**src/rtl/data_mem_io_pkg.sv**
```systemverilog
// Address map, TXSTAT field layout and address decode shared by data_mem_io and CPU test programs.
// The TX FIFO registers only decode to live hardware when DATA_MEM_IO_TX_FIFO_EN is defined.
package data_mem_io_pkg;

    localparam logic [31:0] ADDR_LED    = 32'hFFFF_FF00;
    localparam logic [31:0] ADDR_CYCLE  = 32'hFFFF_FF04;
    localparam logic [31:0] ADDR_TXDATA = 32'hFFFF_FF08;
    localparam logic [31:0] ADDR_TXSTAT = 32'hFFFF_FF0C;

    localparam int TXSTAT_EMPTY_BIT  = 0;
    localparam int TXSTAT_OVF_BIT    = 1;
    localparam int TXSTAT_COUNT_LSB  = 2;
    localparam int TXSTAT_COUNT_W    = 5;

    typedef struct packed {
        logic [24:0] reserved;
        logic [4:0]  count;
        logic        overflow;
        logic        empty;
    } txstat_t;

    typedef enum logic [2:0] {
        REGION_NONE,
        REGION_RAM,
        REGION_LED,
        REGION_CYCLE,
        REGION_TXDATA,
        REGION_TXSTAT
    } region_t;

    // Word-granular decode: the two byte-offset bits never affect which target is selected.
    function automatic region_t decode_addr(input logic [31:0] addr, input logic [31:0] ram_bytes);
        region_t r;
        r = REGION_NONE;
        if ((addr >> 2) < (ram_bytes >> 2))
            r = REGION_RAM;
        else if (addr[31:2] == ADDR_LED[31:2])
            r = REGION_LED;
        else if (addr[31:2] == ADDR_CYCLE[31:2])
            r = REGION_CYCLE;
        else if (addr[31:2] == ADDR_TXDATA[31:2])
            r = REGION_TXDATA;
        else if (addr[31:2] == ADDR_TXSTAT[31:2])
            r = REGION_TXSTAT;
        return r;
    endfunction

    function automatic logic [31:0] pack_txstat(input logic [4:0] count, input logic overflow,
                                                input logic empty);
        txstat_t s;
        s.reserved = '0;
        s.count    = count;
        s.overflow = overflow;
        s.empty    = empty;
        return s;
    endfunction

endpackage

```
**src/rtl/data_mem_io_fifo.sv**
```systemverilog
// sync_fifo: single-clock FIFO with registered pointers and occupancy count.
// A push into a full FIFO is accepted only when a pop happens in the same cycle.
module sync_fifo #(
    parameter int DEPTH = 8,
    parameter int WIDTH = 8
) (
    input  logic                     clk,
    input  logic                     reset,
    input  logic                     push,
    input  logic                     pop,
    input  logic [WIDTH-1:0]         din,
    output logic [WIDTH-1:0]         dout,
    output logic                     full,
    output logic                     empty,
    output logic [$clog2(DEPTH):0]   count
);
    localparam int PW = $clog2(DEPTH);
    localparam logic [PW:0] FULL_COUNT = (PW + 1)'(DEPTH);

    logic [WIDTH-1:0] mem [DEPTH];
    logic [PW-1:0]    wr_ptr;
    logic [PW-1:0]    rd_ptr;
    logic [PW:0]      cnt;
    logic             do_push;
    logic             do_pop;

    assign empty   = (cnt == '0);
    assign full    = (cnt == FULL_COUNT);
    assign count   = cnt;
    assign dout    = mem[rd_ptr];
    assign do_pop  = pop && !empty;
    assign do_push = push && (!full || do_pop);

    always_ff @(posedge clk) begin
        if (do_push)
            mem[wr_ptr] <= din;
    end

    // DEPTH is a power of two, so the pointers wrap by plain overflow.
    always_ff @(posedge clk) begin
        if (reset) begin
            wr_ptr <= '0;
            rd_ptr <= '0;
            cnt    <= '0;
        end else begin
            if (do_push)
                wr_ptr <= wr_ptr + 1'b1;
            if (do_pop)
                rd_ptr <= rd_ptr + 1'b1;
            case ({do_push, do_pop})
                2'b10:   cnt <= cnt + 1'b1;
                2'b01:   cnt <= cnt - 1'b1;
                default: cnt <= cnt;
            endcase
        end
    end

endmodule

```
**src/rtl/data_mem_io.sv**
```systemverilog
// Data memory and MMIO block for a single-cycle CPU: RAM, LED register, cycle counter and
// an optional host TX FIFO enabled by defining DATA_MEM_IO_TX_FIFO_EN.
module data_mem_io
    import data_mem_io_pkg::*;
#(
    parameter int RAM_WORDS  = 64,
    parameter int FIFO_DEPTH = 8
) (
    input  logic        clk,
    input  logic        reset,
    input  logic        memwrite,
    input  logic [31:0] aluout,
    input  logic [31:0] writedata,
    output logic [31:0] readdata,
    output logic [7:0]  leds,
    output logic [7:0]  tx_data,
    output logic        tx_valid,
    input  logic        tx_ready
);
    localparam int          RAM_AW    = $clog2(RAM_WORDS);
    localparam logic [31:0] RAM_BYTES = 32'(RAM_WORDS * 4);

    logic [31:0]       ram [RAM_WORDS];
    logic [31:0]       cycle_cnt;
    logic [31:0]       txstat_word;
    logic [RAM_AW-1:0] ram_idx;
    region_t           region;

    assign region  = decode_addr(aluout, RAM_BYTES);
    assign ram_idx = aluout[RAM_AW+1:2];

    // RAM is deliberately left out of reset so program data survives a CPU restart.
    always_ff @(posedge clk) begin
        if (!reset && memwrite && region == REGION_RAM)
            ram[ram_idx] <= writedata;
    end

    always_ff @(posedge clk) begin
        if (reset)
            leds <= '0;
        else if (memwrite && region == REGION_LED)
            leds <= writedata[7:0];
    end

    always_ff @(posedge clk) begin
        if (reset)
            cycle_cnt <= '0;
        else if (memwrite && region == REGION_CYCLE)
            cycle_cnt <= '0;
        else
            cycle_cnt <= cycle_cnt + 32'd1;
    end

`ifdef DATA_MEM_IO_TX_FIFO_EN
    localparam int CW = $clog2(FIFO_DEPTH) + 1;

    logic          fifo_full;
    logic          fifo_empty;
    logic          fifo_push;
    logic          fifo_pop;
    logic [CW-1:0] fifo_count;
    logic [7:0]    fifo_head;
    logic          store_txdata;
    logic          store_txstat;
    logic          overflow;

    assign store_txdata = memwrite && region == REGION_TXDATA;
    assign store_txstat = memwrite && region == REGION_TXSTAT;
    assign fifo_pop     = !fifo_empty && tx_ready;
    assign fifo_push    = store_txdata && (!fifo_full || fifo_pop);

    sync_fifo #(
        .DEPTH (FIFO_DEPTH),
        .WIDTH (8)
    ) u_tx_fifo (
        .clk   (clk),
        .reset (reset),
        .push  (fifo_push),
        .pop   (fifo_pop),
        .din   (writedata[7:0]),
        .dout  (fifo_head),
        .full  (fifo_full),
        .empty (fifo_empty),
        .count (fifo_count)
    );

    // Clear is tested before set so software acknowledging overflow always wins.
    always_ff @(posedge clk) begin
        if (reset)
            overflow <= 1'b0;
        else if (store_txstat)
            overflow <= 1'b0;
        else if (store_txdata && fifo_full && !fifo_pop)
            overflow <= 1'b1;
    end

    assign tx_valid    = !fifo_empty;
    assign tx_data     = fifo_head;
    assign txstat_word = pack_txstat(5'(fifo_count), overflow, fifo_empty);
`else
    logic unused_tx_ready;

    assign unused_tx_ready = tx_ready;
    assign tx_valid        = 1'b0;
    assign tx_data         = 8'h00;
    assign txstat_word     = 32'h0;
`endif

    always_comb begin
        readdata = 32'h0;
        case (region)
            REGION_RAM:    readdata = ram[ram_idx];
            REGION_LED:    readdata = {24'h0, leds};
            REGION_CYCLE:  readdata = cycle_cnt;
            REGION_TXSTAT: readdata = txstat_word;
            default:       readdata = 32'h0;
        endcase
    end

endmodule

```
**config.mk**
```make
export PLATFORM = sky130hd
export DESIGN_NAME = data_mem_io
export DESIGN_NICKNAME = d
export VERILOG_FILES = /design/src/rtl/data_mem_io_pkg.sv /design/src/rtl/data_mem_io_fifo.sv /design/src/rtl/data_mem_io.sv
export SDC_FILE = /design/constraint.sdc
export NUM_CORES = 2
export LEC_CHECK = 0
export ABC_AREA = 1
export CAP_MARGIN = 20
export CORE_MARGIN = 5
export CORE_UTILIZATION = 56
export DETAILED_ROUTE_END_ITERATION = 10
export HOLD_SLACK_MARGIN = 0.03
export MAX_ROUTING_LAYER = met4
export PLACE_DENSITY = 0.72
export SYNTH_ARGS = -nofsm -noshare
export SYNTH_HDL_FRONTEND = slang
export SYNTH_SLANG_ARGS = --single-unit
export TNS_END_PERCENT = 50
```
**constraint.sdc**
```tcl
create_clock -name clk -period 6.4 [get_ports clk]
set_input_delay 1.28 -clock clk [delete_from_list [all_inputs] [get_ports clk]]
set_output_delay 1.28 -clock clk [all_outputs]
set_load 0.05 [all_outputs]
```
==> metrics.txt <==
wirelength, routed=260 mm; critical path arrival=4.33 ns; Worst Path Required=5.12 ns; commonest non-fill, non-tap cell in the layout=nand2_1; synth top area cells=edfxtp_1 70%, nand2_1 14%, nand3_1 5.1%, inv_1 3.3%, nor2_1 2.0%; CTS tree=yes; CTS Hold Bufs=0; drt pass-1 iters=7; first-pass GRT wire length=376 mm; core region area=156,000 um^2; global route overflow=0; final setup margin=0.790 ns; Clock Latency Late Sink=0.84 ns; fin crit period=5.61 ns; final net count=8,433; IO buf count=104; Distinct cells, synth=33; Synth-to-Final Area Change=12.5%; Global Route Usage Sum=0.323; post-synthesis instance area=87,600 um^2; vias post-DR=61,126; Clock Sink Count=2,088; Gate power share=0.058; DIE AREA=164,000 um^2; Post-CTS Resized=0; Placer Congestion=0.905; DP HPWL=144 mm; routed len/inst=24.5 um; Final Max Slew Viols=0; Post-DRT Antenna Nets=0; CTS Buffer Depth=3; drt drc=0; CP endpoint kind=output pin; clock share of power=0.413; share of the synthesized area in the top cell type=0.702; startpoint types=primary input; Internal Power=0.0221 W; pwr/cell area=288 nW/um^2; Max H-tree Level=4; vias per cell=5.76; synth warn=0; number of global-route vias before repair=57,423; Seq/Total Area, Yosys=0.712; initial drt markers=9,325; initial antenna violation count=11; Worst Hold Slack=0.484 ns; Min-Delay Path Class=register to register; sw frac=0.223; Pwr Total=0.0284 W; layout cell share with drive strength beyond 1=0.0883; Least-Margin Pin Slew=1.09 ns; final hold vios=0; Yosys top cell by area=edfxtp_1; Max-Cap Viols=0; pre-CTS WS=0.936 ns; final setup vio count=0; Synth Instances=8,205; Max-slew headroom=0.275; Fin Setup TNS=0 ns; RSZ-0062 raised after global routing=false; Clock Pin Slew Worst Setup and Hold Paths=0.06 ns; status=finished clean; power share of the sequential group=0.529; Seq cells post-synth=2,088; worst r2r path cells=8; worst hold path depth=1; peak supply drop=342 uV; Final Cycle Share=0.876; IO Pins=117; Initial Utilization=0.562; root buf cell=clkbuf_16; Die Y=405 um; clock buffer count from CTS=203; setup bufs post-CTS=0; crit path kind=primary input to output pin; leakage power=39.3 nW; commonest non-fill, non-tap cells in the layout=3,281 x nand2_1, 2,048 x edfxtp_1, 891 x nand3_1; largest net degree at the start of global routing=115; FP Rows=145; CP max FO=47; FMAX=0.178 GHz; Horiz. Die Dim=405 um; clock skew=0.00761 ns; Mapped Avg Cell Area=10.7 um^2; Psw=0.00633 W
==> metrics by stage <==
step | cell area [um^2] | util | std cells
after global placement | 92000 | 0.590 | 10216
after floorplan | 87600 | - | 8213
final | 98500 | 0.632 | 10606
after detailed placement | 92000 | 0.590 | 10216
after CTS | 98500 | 0.632 | 10595
after global routing | 98500 | 0.632 | 10604
==> worst paths after layout <==
kind	slack, ns	to	start
worst max-delay path	0.79	readdata[13]	aluout[2]
worst min-delay path	0.48	cycle_cnt[0]	cycle_cnt[0]
worst max register to register	4.31	cycle_cnt[24]	cycle_cnt[0]
worst min register to register	0.48	cycle_cnt[0]	cycle_cnt[0]
==> cells in the mapped netlist <==
master and number:
nand2_2 3, dfxtp_1 40, xor2_1 20, o21ai_0 132
and3_1 1, buf_6 3, conb_1 1, nand2_4 7
buf_4 42, inv_4 1, nand3_4 1, nand3_2 1
buf_1 39, clkbuf_1 112, nor2_1 460, nor2_4 3
nor3b_2 1, nor3_1 24, ha_1 1, or2_2 62
a21oi_1 8, nor3_2 1, buf_2 207, nor3_4 1
o21bai_4 1, nand3_1 891, nor2_2 2, xnor2_1 10
inv_2 6, edfxtp_1 2048, nand4_1 27, nand2_1 3281
inv_1 768
==> flip-flops by register name, summed over array words and instances, names as in the netlist <==
signal,cells
ram,2048
leds,8
cycle_cnt,32
==> power groups by stage <==
stage	clock, W	combinational (W)	sequential (W)
after CTS	0.0118	0.00162	0.0150
after detailed placement	0	0.00161	0.0153
after global routing	0.0124	0.00176	0.0150
after floorplan	0	0.000830	0.0153
final	0.0117	0.00165	0.0150
after global placement	0	0.00158	0.0153
==> final cells by class <==
class	count	area, um^2
flip-flops and latches	2088	62300
clock inverters	122	1030
fillers	11710	57300
repair buffers	349	3280
diodes	10	25.0
clock buffers	257	5430
inverters	775	2940
well taps	2058	2570
multi-input cells	4947	20900
==> routing by layer <==
metal | share of wire | vias to the layer above | wire length [um] | GRT usage
met2 | 0.45 | 3900 | 118000 | 0.488
met1 | 0.37 | 29329 | 96300 | 0.430
li1 | - | 27256 | - | -
met3 | 0.12 | 641 | 31700 | 0.0646
met4 | 0.052 | 0 | 13500 | 0.145
met5 | 0 | - | 0 | -
==> cell families after synthesis <==
family                     share of synthesized area
and+or+nand+nor                                0.222
other                                      0.0000428
xor gates and xnor gates                     0.00300
AOI/OAI and AO/OA                            0.00822
DFF                                            0.712
adders and majority gates                   0.000143
buffers and inverters                         0.0555
==> critical path, stage by stage <==
cell,delay [ns]
buf_8,0.23
inv_8,0.48
buf_12,0.33
buf_4,0.30
nor2_1,0.06
o21ai_0,0.14
nand2_1,0.07
nand2_1,0.06
nand2_1,0.06
nand2_1,0.06
nand2_1,0.05
nor2_1,0.34
nand3_1,0.36
nand2_1,0.17
buf_4,0.21
Power figures use the tool's default switching activity.
